## src/rtl/program_loader.sv

```systemverilog
`default_nettype none
// ============================================================================
// Module   : program_loader
// Brief    : Framed host word stream -> instruction-memory load port writer;
//            holds the fetch stage in reset until a checksum-clean load.
// Revision : 1.0
// ============================================================================
module program_loader #(
   parameter logic [15:0] SYNC_WORD  = 16'h5AA5,
   parameter logic [32:0] ADDR_LIMIT = 33'd1024
) (
   input  logic        clk,
   input  logic        reset,
   input  logic        in_valid,
   input  logic [15:0] in_data,
   output logic        in_ready,
   output logic        write_enable_fm,
   output logic [15:0] write_data_fm,
   output logic [31:0] write_addr_fm,
   output logic        rst_fm,
   output logic        busy,
   output logic        done,
   output logic        error
);

   localparam logic [2:0] S_IDLE    = 3'd0;
   localparam logic [2:0] S_ADDR_HI = 3'd1;
   localparam logic [2:0] S_ADDR_LO = 3'd2;
   localparam logic [2:0] S_COUNT   = 3'd3;
   localparam logic [2:0] S_DATA    = 3'd4;
   localparam logic [2:0] S_CKSUM   = 3'd5;
   localparam logic [2:0] S_DONE    = 3'd6;

   logic [2:0]  r_state;
   logic [31:0] r_addr;
   logic [15:0] r_count;
   logic [15:0] r_acc;
   logic        r_we;
   logic [15:0] r_wdata;
   logic [31:0] r_waddr;
   logic        r_rst_fm;
   logic        r_done;
   logic        r_error;

   logic        w_accept;
   logic        w_in_range;
   logic        w_frame_err;

   assign w_accept    = in_valid & in_ready;
   // 33-bit compare so ADDR_LIMIT can be raised to 2^32 (whole space writable)
   assign w_in_range  = ({1'b0, r_addr} < ADDR_LIMIT);
   assign w_frame_err = r_error | (in_data != r_acc);

   always_ff @(posedge clk or negedge reset) begin
      if (!reset) begin
         r_state  <= S_IDLE;
         r_addr   <= 32'd0;
         r_count  <= 16'd0;
         r_acc    <= 16'd0;
         r_we     <= 1'b0;
         r_wdata  <= 16'd0;
         r_waddr  <= 32'd0;
         r_rst_fm <= 1'b1;
         r_done   <= 1'b0;
         r_error  <= 1'b0;
      end else begin
         r_we <= 1'b0;
         if (w_accept) begin
            case (r_state)
               S_IDLE, S_DONE: begin
                  if (in_data == SYNC_WORD) begin
                     r_state  <= S_ADDR_HI;
                     r_rst_fm <= 1'b1;
                     r_done   <= 1'b0;
                     r_error  <= 1'b0;
                     r_acc    <= 16'd0;
                  end
               end
               S_ADDR_HI: begin
                  r_addr[31:16] <= in_data;
                  r_state       <= S_ADDR_LO;
               end
               S_ADDR_LO: begin
                  r_addr[15:0] <= in_data;
                  r_state      <= S_COUNT;
               end
               S_COUNT: begin
                  r_count <= in_data;
                  r_state <= (in_data == 16'd0) ? S_CKSUM : S_DATA;
               end
               S_DATA: begin
                  r_acc <= r_acc ^ in_data;
                  if (w_in_range) begin
                     r_we    <= 1'b1;
                     r_wdata <= in_data;
                     r_waddr <= r_addr;
                  end else begin
                     r_error <= 1'b1;
                  end
                  r_addr  <= r_addr + 32'd1;
                  r_count <= r_count - 16'd1;
                  if (r_count == 16'd1) begin
                     r_state <= S_CKSUM;
                  end
               end
               S_CKSUM: begin
                  r_state  <= S_DONE;
                  r_error  <= w_frame_err;
                  r_done   <= ~w_frame_err;
                  r_rst_fm <= w_frame_err;
               end
               default: r_state <= S_IDLE;
            endcase
         end
      end
   end

   assign in_ready        = 1'b1;
   assign write_enable_fm = r_we;
   assign write_data_fm   = r_wdata;
   assign write_addr_fm   = r_waddr;
   assign rst_fm          = r_rst_fm;
   assign done            = r_done;
   assign error           = r_error;
   assign busy            = (r_state != S_IDLE) && (r_state != S_DONE);

endmodule
`default_nettype wire

```

## config.mk

```make
export PLATFORM = sky130hd
export DESIGN_NAME = program_loader
export DESIGN_NICKNAME = d
export VERILOG_FILES = /design/src/rtl/program_loader.sv
export SDC_FILE = /design/constraint.sdc
export NUM_CORES = 1
export LEC_CHECK = 0
export ABC_AREA = 1
export CAP_MARGIN = 20
export CELL_PAD_IN_SITES_DETAIL_PLACEMENT = 1
export CELL_PAD_IN_SITES_GLOBAL_PLACEMENT = 2
export CORE_ASPECT_RATIO = 1.2
export CORE_MARGIN = 2
export CORE_UTILIZATION = 35
export DETAILED_ROUTE_END_ITERATION = 10
export PLACE_DENSITY = 0.83
export SLEW_MARGIN = 30
export SYNTH_ARGS = -nofsm -noshare
export SYNTH_HDL_FRONTEND = slang
export SYNTH_SLANG_ARGS = --single-unit
```

## constraint.sdc

```tcl
create_clock -name clk -period 3.8 [get_ports clk]
set_input_delay 0.76 -clock clk [delete_from_list [all_inputs] [get_ports clk]]
set_output_delay 0.76 -clock clk [all_outputs]
set_load 0.01 [all_outputs]
```

# == After elaboration in Yosys (flattened, before gate mapping) ==
# Cells that the tools add are included.
# Widths: inputs -> output; s select.
# totals
input_bits,19
word_cells,67
regBits,119
output_inout_bits,54
# classes
magnitude_cmp,1
eq_ne,13
n_addsub,2
reduce_logical,19
muxes,18
bitwise_logic,3
# ops
op,n
$pmux 16 s2,4
$add 32x1->32 const B,1
$lt 32x11->1 const B,1
$pmux 3 s6,1
$eq 16x1->1 const B,1
$eq 16x15->1 const B,1
$logic_not 16->1,1
$mux 16,1
$ne 16x16->1,1
$sub 16x1->16 const B,1
$xor 16x16->16,1
$reduce_and 3->1,4
$reduce_bool 2->1,5
$eq 3x3->1 const B,3
$mux 1,7
$eq 3x2->1 const B,2
$mux 3,2
$ne 2x2->1 const B,3
$reduce_and 2->1,3
$reduce_bool 3->1,2
$pmux 1 s2,2
$reduce_and 4->1,1
$eq 3x1->1 const B,1
$logic_not 3->1,1
other kinds (6),6

# == Longest topological paths before layout ==
# Gate-level depths: netlist (run 1).
# depth
depth_word,4
mapped_depth,11
ltp_nobuf,11

# == Least setup slack after synthesis (run 1) ==
# No wires, ideal clock.
# synth_timing
path_type,in2reg
start,input port in_data[4]
end,register r_acc[12]
required_time_ps,3671
path_slack_ps,2041
t_arrival_ps,1630
n_path_buf,1
cell_stages,9
setup_ps,129
path_cell_list,inv_1 > nand4_1 > nor2_1 > nand2_1 > nand2_1 > nand2_2 > buf_2 > o21ai_0 > o21ai_0
# synth_via
elab_chain_cells,3
# synth_lines
item,line,source
"start, declared",15,"input logic [15:0] in_data,"
$eq 16x15->1,71,if (in_data == SYNC_WORD) begin
$ne 2x2->1 (no source line),-,
$reduce_and 3->1 (no source line),-,
"end signal, assigned",92,r_acc <= r_acc ^ in_data;
"end, declared",37,logic [15:0] r_acc;
# Every way passes these cells.
# A chain may end at the register's enable or synchronous reset.

# == Final worst setup path (run 1) ==
# layout_timing
start,register r_state[1]
end,output port busy
# layout_via
elab_chain_cells,2
elab_cells_between_ends,3
classes_between,eq/ne: 1; reduce/logical: 2
# layout_lines
item,line,source
"start, declared",34,logic [2:0] r_state;
"start signal, assigned",89,r_state <= (in_data == 16'd0) ? S_CKSUM : S_DATA;
$ne 3x3->1 / $reduce_bool 3->1 (equally long branches),125,assign busy = (r_state != S_IDLE) && (r_state != S_DONE);
$logic_and 1x1->1 (*),125,
"end, declared",21,"output logic busy,"
# Mark *: on every way between the ends. The rest lies on a longest branch, timed or not.

==> results of run 1 <==
cell usage in the layout, fill, tap and decap left out, types with 8 or more instances in the layout:
cell	n
a21oi_1	32
buf_4	8
clkbuf_16	17
clkdlybuf4s50_1	70
dfrtp_1	118
inv_1	95
nand2_1	271
nand3_1	25
nand4_1	12
nor2_1	176
nor3_1	12
o21ai_0	84
xnor2_1	9
xor2_1	8
critical path: stages, from the launching register on:
cell and delay [ns]:
dfrtp_1 0.46, nor2_2 0.17, nor2_1 0.06, a21oi_2 0.33, inv_1 0.08, clkdlybuf4s50_1 0.49
cells by family after synthesis:
| group | count (synthesis) | share of synthesized area |
|---|---|---|
| other | 1 | 0.000575 |
| buffers and inverters | 125 | 0.0803 |
| and+or+nand+nor | 513 | 0.315 |
| xor gates and xnor gates | 17 | 0.0228 |
| adders and majority gates | 3 | 0.00575 |
| DFF | 119 | 0.456 |
| AOI/OAI and AO/OA | 144 | 0.119 |
power breakdown:
part	internal [mW]	switching, mW	total, mW
registers	1.60	0.396	1.99
logic	0.600	1.27	1.87
clock network	1.06	0.704	1.76
total	3.26	2.37	5.63
state kept, by name, indices dropped and copies added, names as in the netlist:
name and cells:
r_state 3, done 1, rst_fm 1, r_count 16, write_enable_fm 1, error 1
r_acc 16, r_addr 32, write_addr_fm 32, write_data_fm 16
metal layers:
metal	GRT usage	vias to the layer above	part of all wire
met5	0	-	0
met4	0.0642	0	0.016
met3	0.0383	28	0.021
met2	0.412	68	0.52
met1	0.294	3049	0.44
li1	-	3055	-
stage by stage:
step	power, mW	area, sq um	hold WS, ns	worst slack, ns	util
2_1_floorplan	3.21	6530	0.464	2.04	-
3_3_place_gp	3.83	7430	0.464	1.03	0.407
3_5_place_dp	3.87	7430	0.466	0.945	0.407
4_1_cts	5.66	8060	0.456	1.02	0.442
5_1_grt	6.03	8060	0.468	0.906	0.442
6_report	5.63	8060	0.404	1.02	0.442
cell usage after synthesis (2+ instances only):
cell type | count | area (sq um)
o21ai_1 | 5 | 25.0
o21ai_0 | 84 | 420
inv_1 | 95 | 357
nor2_2 | 3 | 18.8
buf_6 | 2 | 22.5
or2_2 | 2 | 12.5
a22oi_1 | 3 | 22.5
nand3_1 | 25 | 125
nand2_2 | 4 | 25.0
a21boi_0 | 2 | 15.0
o21ai_2 | 6 | 52.6
nor2_1 | 176 | 661
dfrtp_1 | 118 | 2950
nand4_1 | 12 | 75.1
clkbuf_1 | 5 | 18.8
nand3b_1 | 6 | 45.0
a31oi_1 | 6 | 37.5
a21oi_1 | 32 | 160
xnor2_1 | 9 | 78.8
buf_2 | 14 | 70.1
inv_2 | 2 | 7.51
buf_4 | 3 | 22.5
ha_1 | 3 | 37.5
nand2_1 | 271 | 1020
xor2_1 | 8 | 70.1
nor3_1 | 12 | 60.1
how the worst max path moves through the flow:
stage	depth (start not counted)	end
after floorplan	9	r_acc[12]
after global placement	6	r_addr[15]
after detailed placement	6	r_addr[15]
after CTS	5	busy
after global routing	8	r_addr[4]
final	5	busy
layout make-up:
| cell class | count | area share |
|---|---|---|
| repair buffers | 79 | 0.0969 |
| flip-flops and latches | 119 | 0.370 |
| inverters | 98 | 0.0456 |
| clock inverters | 15 | 0.0252 |
| multi-input cells | 678 | 0.375 |
| clock buffers | 17 | 0.0528 |
| well taps | 224 | 0.0348 |
==> flow_results.xml, run 1 <==
<?xml version="1.0" encoding="UTF-8"?>
<metrics>
  <group name="run_status">
    <metric name="outcome" unit="">complete, no violations</metric>
  </group>
  <group name="timing">
    <metric name="final_report_hold_violation_count" unit="">0</metric>
    <metric name="report.final.slew_viol_count" unit="">0</metric>
    <metric name="finalSetupViolations" unit="">0</metric>
    <metric name="period_share" unit="">0.731</metric>
    <metric name="tightestPinTransition" unit="ns">0.864</metric>
    <metric name="max_clock_freq" unit="MHz">360</metric>
    <metric name="unrepaired_setup_endpoints_after_global_routing" unit="">false</metric>
    <metric name="tns" unit="ns">0</metric>
    <metric name="fin_skew" unit="ns">0.00895</metric>
    <metric name="timing.final.crit_period" unit="ns">2.78</metric>
    <metric name="max-slew-margin-rel" unit="">0.424</metric>
  </group>
  <group name="worst_setup_path">
    <metric name="critical_path_peak_fanout" unit="">7</metric>
    <metric name="r2r_start" unit="">r_state[1]</metric>
    <metric name="cp-start-kind" unit="">flop</metric>
    <metric name="worstSetupStartpoint" unit="">r_state[1]</metric>
    <metric name="worst-endpoint-required" unit="ns">3.04</metric>
    <metric name="reg2reg_to" unit="">r_addr[15]</metric>
    <metric name="setup.worst_path.class" unit="">flop to primary output</metric>
    <metric name="ff2ff_setup_slack" unit="ns">1.16</metric>
    <metric name="crit_path_end_kind" unit="">primary output</metric>
    <metric name="ff2ff_path_depth" unit="">9</metric>
    <metric name="worstPathArrival" unit="ns">2.02</metric>
  </group>
  <group name="yosys">
    <metric name="syn_inst" unit="">922</metric>
    <metric name="yosys_register_bits" unit="">119</metric>
    <metric name="postSynth.asyncResetShare" unit="">1.00</metric>
    <metric name="post_synth_instance_area" unit="sq um">6530</metric>
    <metric name="main_flop_type_after_synthesis" unit="">dfrtp_1</metric>
    <metric name="synth_cell_types" unit="">40</metric>
    <metric name="synth_area_per_cell" unit="sq um">7.08</metric>
    <metric name="synth_sequential_area_ratio" unit="">0.456</metric>
    <metric name="syn_nets" unit="">944</metric>
    <metric name="yosysWarnings" unit="">0</metric>
    <metric name="synth-edff-count" unit="">0</metric>
  </group>
  <group name="placement">
    <metric name="placedCellCount" unit="">1198</metric>
    <metric name="port_buffers" unit="">71</metric>
    <metric name="dp_hpwl" unit="mm">16.0</metric>
    <metric name="finalWeightedCongestion" unit="">0.819</metric>
  </group>
  <group name="grt">
    <metric name="grt_max_degree" unit="">62</metric>
    <metric name="global_route.usage.total" unit="">0.234</metric>
    <metric name="antenna_violations_before_repair" unit="">0</metric>
    <metric name="wire_length_of_the_first_global_routing_pass" unit="mm">35.3</metric>
    <metric name="grt_overflow_total" unit="">0</metric>
    <metric name="number_of_global_route_vias_before_repair" unit="">6466</metric>
  </group>
  <group name="layout">
    <metric name="nFillCells" unit="">2317</metric>
    <metric name="area.growth.synth_to_final" unit="%">23.5</metric>
    <metric name="register_area" unit="sq um">2980</metric>
    <metric name="nets" unit="">1015</metric>
    <metric name="multi_input_area" unit="sq um">3020</metric>
    <metric name="layout_cells_sized_above_1" unit="">0.0596</metric>
    <metric name="layoutNonFillerInstCount" unit="">1230</metric>
    <metric name="n_antenna_cell" unit="">0</metric>
  </group>
  <group name="clocking">
    <metric name="cts.hold.buffers_added" unit="">0</metric>
    <metric name="cts_setup_buffers" unit="">0</metric>
    <metric name="cts.htree.levels" unit="">4</metric>
    <metric name="cts.sinks" unit="">119</metric>
    <metric name="clkSlewWorstSetupHoldPaths" unit="ns">0.06</metric>
    <metric name="cts_repair_resize_count" unit="">0</metric>
    <metric name="cts_max_path_buffers" unit="">2</metric>
    <metric name="numCtsBuffers" unit="">17</metric>
    <metric name="worstSkewPairLatency" unit="ns">0.44</metric>
    <metric name="cts-root-buf" unit="">clkbuf_16</metric>
    <metric name="cts_tree" unit="">yes</metric>
  </group>
  <group name="min_path">
    <metric name="holdCritPathClass" unit="">input pin to asynchronous set/reset pin</metric>
  </group>
  <group name="drt">
    <metric name="detailedRoute.firstPassIterationCount" unit="">4</metric>
    <metric name="ant_nets" unit="">0</metric>
    <metric name="drt_drc_violations_left" unit="">0</metric>
    <metric name="dr.first_iter.drc_count" unit="">373</metric>
    <metric name="route.final.wire_length" unit="mm">21.9</metric>
    <metric name="vias_per_cell" unit="">5.04</metric>
    <metric name="via_count" unit="">6200</metric>
    <metric name="route.detailed.wl_per_inst" unit="um">17.8</metric>
  </group>
  <group name="power">
    <metric name="vdd_ir_drop_max" unit="mV">0.363</metric>
    <metric name="leakage" unit="nW">3.75</metric>
    <metric name="pwrdens" unit="nW/um^2">698</metric>
  </group>
  <group name="die">
    <metric name="design.core.area" unit="sq um">18200</metric>
    <metric name="die_area" unit="sq um">19800</metric>
    <metric name="die_width" unit="um">129</metric>
    <metric name="io-pin-count" unit="">73</metric>
    <metric name="initial_utilization" unit="">0.358</metric>
    <metric name="placement_rows" unit="">54</metric>
    <metric name="floorplan_die_height" unit="um">154</metric>
  </group>
  <group name="flow_run">
    <metric name="drv.max_cap_violation_count" unit="">0</metric>
  </group>
</metrics>
No activity file was read; power rests on OpenSTA's default activity.
==> run 2: changes to the inputs <==
--- a/config.mk
+++ b/config.mk
@@ -11,9 +11,9 @@
 export CELL_PAD_IN_SITES_GLOBAL_PLACEMENT = 2
 export CORE_ASPECT_RATIO = 1.2
 export CORE_MARGIN = 2
-export CORE_UTILIZATION = 35
+export CORE_UTILIZATION = 29
 export DETAILED_ROUTE_END_ITERATION = 10
-export PLACE_DENSITY = 0.83
+export PLACE_DENSITY = 0.73
 export SLEW_MARGIN = 30
 export SYNTH_ARGS = -nofsm -noshare
 export SYNTH_HDL_FRONTEND = slang
==> constraint.sdc (replaced) <==
create_clock -name clk -period 2.2 [get_ports clk]
set_input_delay 0.44 -clock clk [delete_from_list [all_inputs] [get_ports clk]]
set_output_delay 0.44 -clock clk [all_outputs]
set_load 0.01 [all_outputs]
==> run 2 against run 1 <==
Against the previous run:
- sequential share of layout area fell by 1.9 points
- clock power rose by 66%
- critical path depth unchanged
- non-clock buffer count grew 45
- via count is 1.2% higher
- hold slack got worse by 0.39 ns
- design area rose by 5.4%
- sequential cell count stayed put
- power rose by 76%
- global-route usage decreased by 2.9 points
- first-iteration DRC count is 38% lower
- clock skew is 0.00085 ns higher
==> flow_results.xml, run 2 (synthesis results as in run 1) <==
<?xml version="1.0" encoding="UTF-8"?>
<metrics>
  <group name="run_status">
    <metric name="outcome" unit="">complete, no violations</metric>
  </group>
  <group name="drt">
    <metric name="via_count" unit="">6273</metric>
    <metric name="vias_per_cell" unit="">4.72</metric>
    <metric name="detailedRoute.firstPassIterationCount" unit="">4</metric>
    <metric name="drt_drc_violations_left" unit="">0</metric>
    <metric name="dr.first_iter.drc_count" unit="">232</metric>
    <metric name="ant_nets" unit="">0</metric>
    <metric name="route.final.wire_length" unit="mm">23.2</metric>
    <metric name="route.detailed.wl_per_inst" unit="um">17.5</metric>
  </group>
  <group name="power">
    <metric name="cell_internal_pwr" unit="mW">5.73</metric>
    <metric name="switching_share" unit="">0.422</metric>
    <metric name="power.clock.fraction" unit="">0.295</metric>
    <metric name="pwrdens" unit="nW/um^2">1170</metric>
    <metric name="vdd_ir_drop_max" unit="mV">0.648</metric>
    <metric name="leakage" unit="nW">3.97</metric>
    <metric name="power" unit="mW">9.92</metric>
    <metric name="power_switching" unit="mW">4.19</metric>
    <metric name="seqPwrFrac" unit="">0.344</metric>
    <metric name="comb_power_share" unit="">0.360</metric>
  </group>
  <group name="layout">
    <metric name="nFillCells" unit="">2770</metric>
    <metric name="layout.cells.most_common" unit="">nand2_1</metric>
    <metric name="layout.cells.most_common_list" unit="">271 x nand2_1, 175 x nor2_1, 117 x dfrtp_1, 95 x inv_1, 84 x o21ai_0</metric>
    <metric name="multi_input_area" unit="sq um">3030</metric>
    <metric name="register_area" unit="sq um">2980</metric>
    <metric name="layout_cells_sized_above_1" unit="">0.102</metric>
    <metric name="n_antenna_cell" unit="">0</metric>
    <metric name="nets" unit="">1060</metric>
    <metric name="area.growth.synth_to_final" unit="%">30.1</metric>
  </group>
  <group name="timing">
    <metric name="max-slew-margin-rel" unit="">0.563</metric>
    <metric name="report.final.slew_viol_count" unit="">0</metric>
    <metric name="tns" unit="ns">0</metric>
    <metric name="tightestPinTransition" unit="ns">0.655</metric>
    <metric name="final.setup.worst_slack" unit="ns">0.191</metric>
    <metric name="max_clock_freq" unit="MHz">498</metric>
    <metric name="period_share" unit="">0.913</metric>
    <metric name="final_report_hold_violation_count" unit="">0</metric>
    <metric name="whs" unit="ns">0.0137</metric>
    <metric name="finalSetupViolations" unit="">0</metric>
    <metric name="timing.final.crit_period" unit="ns">2.01</metric>
    <metric name="unrepaired_setup_endpoints_after_global_routing" unit="">false</metric>
    <metric name="fin_skew" unit="ns">0.00979</metric>
  </group>
  <group name="die">
    <metric name="initial_utilization" unit="">0.293</metric>
    <metric name="die_area" unit="sq um">23700</metric>
    <metric name="design.core.area" unit="sq um">22300</metric>
    <metric name="floorplan_die_height" unit="um">168</metric>
    <metric name="die_width" unit="um">141</metric>
    <metric name="io-pin-count" unit="">73</metric>
    <metric name="placement_rows" unit="">60</metric>
  </group>
  <group name="placement">
    <metric name="place_worst_setup_slack" unit="ns">0.0435</metric>
    <metric name="port_buffers" unit="">71</metric>
    <metric name="finalWeightedCongestion" unit="">0.807</metric>
    <metric name="dp_hpwl" unit="mm">17.4</metric>
  </group>
  <group name="min_path">
    <metric name="holdCritPathClass" unit="">input pin to asynchronous set/reset pin</metric>
  </group>
  <group name="worst_setup_path">
    <metric name="ff2ff_setup_slack" unit="ns">0.28</metric>
    <metric name="cp-start-kind" unit="">flop</metric>
    <metric name="crit_path_end_kind" unit="">primary output</metric>
    <metric name="setup.worst_path.class" unit="">flop to primary output</metric>
    <metric name="worstPathArrival" unit="ns">1.57</metric>
    <metric name="worst-endpoint-required" unit="ns">1.76</metric>
    <metric name="critical_path_peak_fanout" unit="">4</metric>
  </group>
  <group name="grt">
    <metric name="grt_overflow_total" unit="">0</metric>
    <metric name="number_of_global_route_vias_before_repair" unit="">6671</metric>
    <metric name="grt_max_degree" unit="">80</metric>
    <metric name="global_route.usage.total" unit="">0.204</metric>
    <metric name="wire_length_of_the_first_global_routing_pass" unit="mm">37.1</metric>
    <metric name="antenna_violations_before_repair" unit="">0</metric>
  </group>
  <group name="flow_run">
    <metric name="drv.max_cap_violation_count" unit="">0</metric>
  </group>
  <group name="clocking">
    <metric name="cts_tree" unit="">yes</metric>
    <metric name="cts-root-buf" unit="">clkbuf_16</metric>
    <metric name="numCtsBuffers" unit="">17</metric>
    <metric name="cts.sinks" unit="">119</metric>
    <metric name="cts.htree.levels" unit="">4</metric>
    <metric name="cts_max_path_buffers" unit="">2</metric>
    <metric name="worstSkewPairLatency" unit="ns">0.43</metric>
    <metric name="clkSlewWorstSetupHoldPaths" unit="ns">0.06</metric>
  </group>
</metrics>
## run 2: worst paths after layout
check | from | end | depth (start not counted)
worst max-delay path | r_state[1] | busy | 5
worst min-delay path | reset | r_count[11] | 2
worst max register to register | r_addr[1] | r_addr[22] | 11
worst min register to register | write_data_fm[2] | write_data_fm[2] | 2
max in group asynchronous | reset | r_addr[26] | 2
min in group clk | write_data_fm[2] | write_data_fm[2] | 2
## run 2: timing repair
action / in CTS / in global routing
hold buffers: 0 / 0
setup endpoints to repair: 1 / 0
resized for setup: 2 / 0
buffers inserted: 2 / 0
## run 2: through the flow
stage | instances | cell area [sq um] | util
after floorplan | 922 | 6530 | -
after global placement | 1296 | 7870 | 0.353
after detailed placement | 1296 | 7870 | 0.353
after CTS | 1330 | 8490 | 0.381
after global routing | 1330 | 8490 | 0.381
final | 1330 | 8490 | 0.381
## run 2: area by class of cell
| type | count | share of cell area |
|---|---|---|
| multi-input combinational | 678 | 0.356 |
| sequential | 119 | 0.351 |
| timing repair buffer | 124 | 0.137 |
| clock buffer | 17 | 0.0501 |
| inverter | 98 | 0.0433 |
| tap | 279 | 0.0411 |
| clock inverter | 15 | 0.0209 |
## run 2: layer usage
metal  share of wire  up-vias  track usage
met5               0        -            0
met3           0.021       31       0.0319
met2            0.52       76        0.369
met1            0.43     3029        0.249
li1                -     3137            -
met4           0.024        0       0.0643
## run 2: worst max-delay path, stage by stage, from the launching register on
cell	delay [ns]
dfrtp_2	0.43
nor2_2	0.14
nor2_1	0.06
a21oi_2	0.15
inv_1	0.08
dlygate4sd2_1	0.28
## run 2: power groups by stage
stage	Sequential, mW	Combinational [mW]	Clock, mW
4_1_cts	3.42	3.63	3.00
6_report	3.42	3.57	2.93
2_1_floorplan	3.26	2.29	0
3_5_place_dp	3.46	3.57	0
3_3_place_gp	3.45	3.52	0
5_1_grt	3.52	4.08	3.09
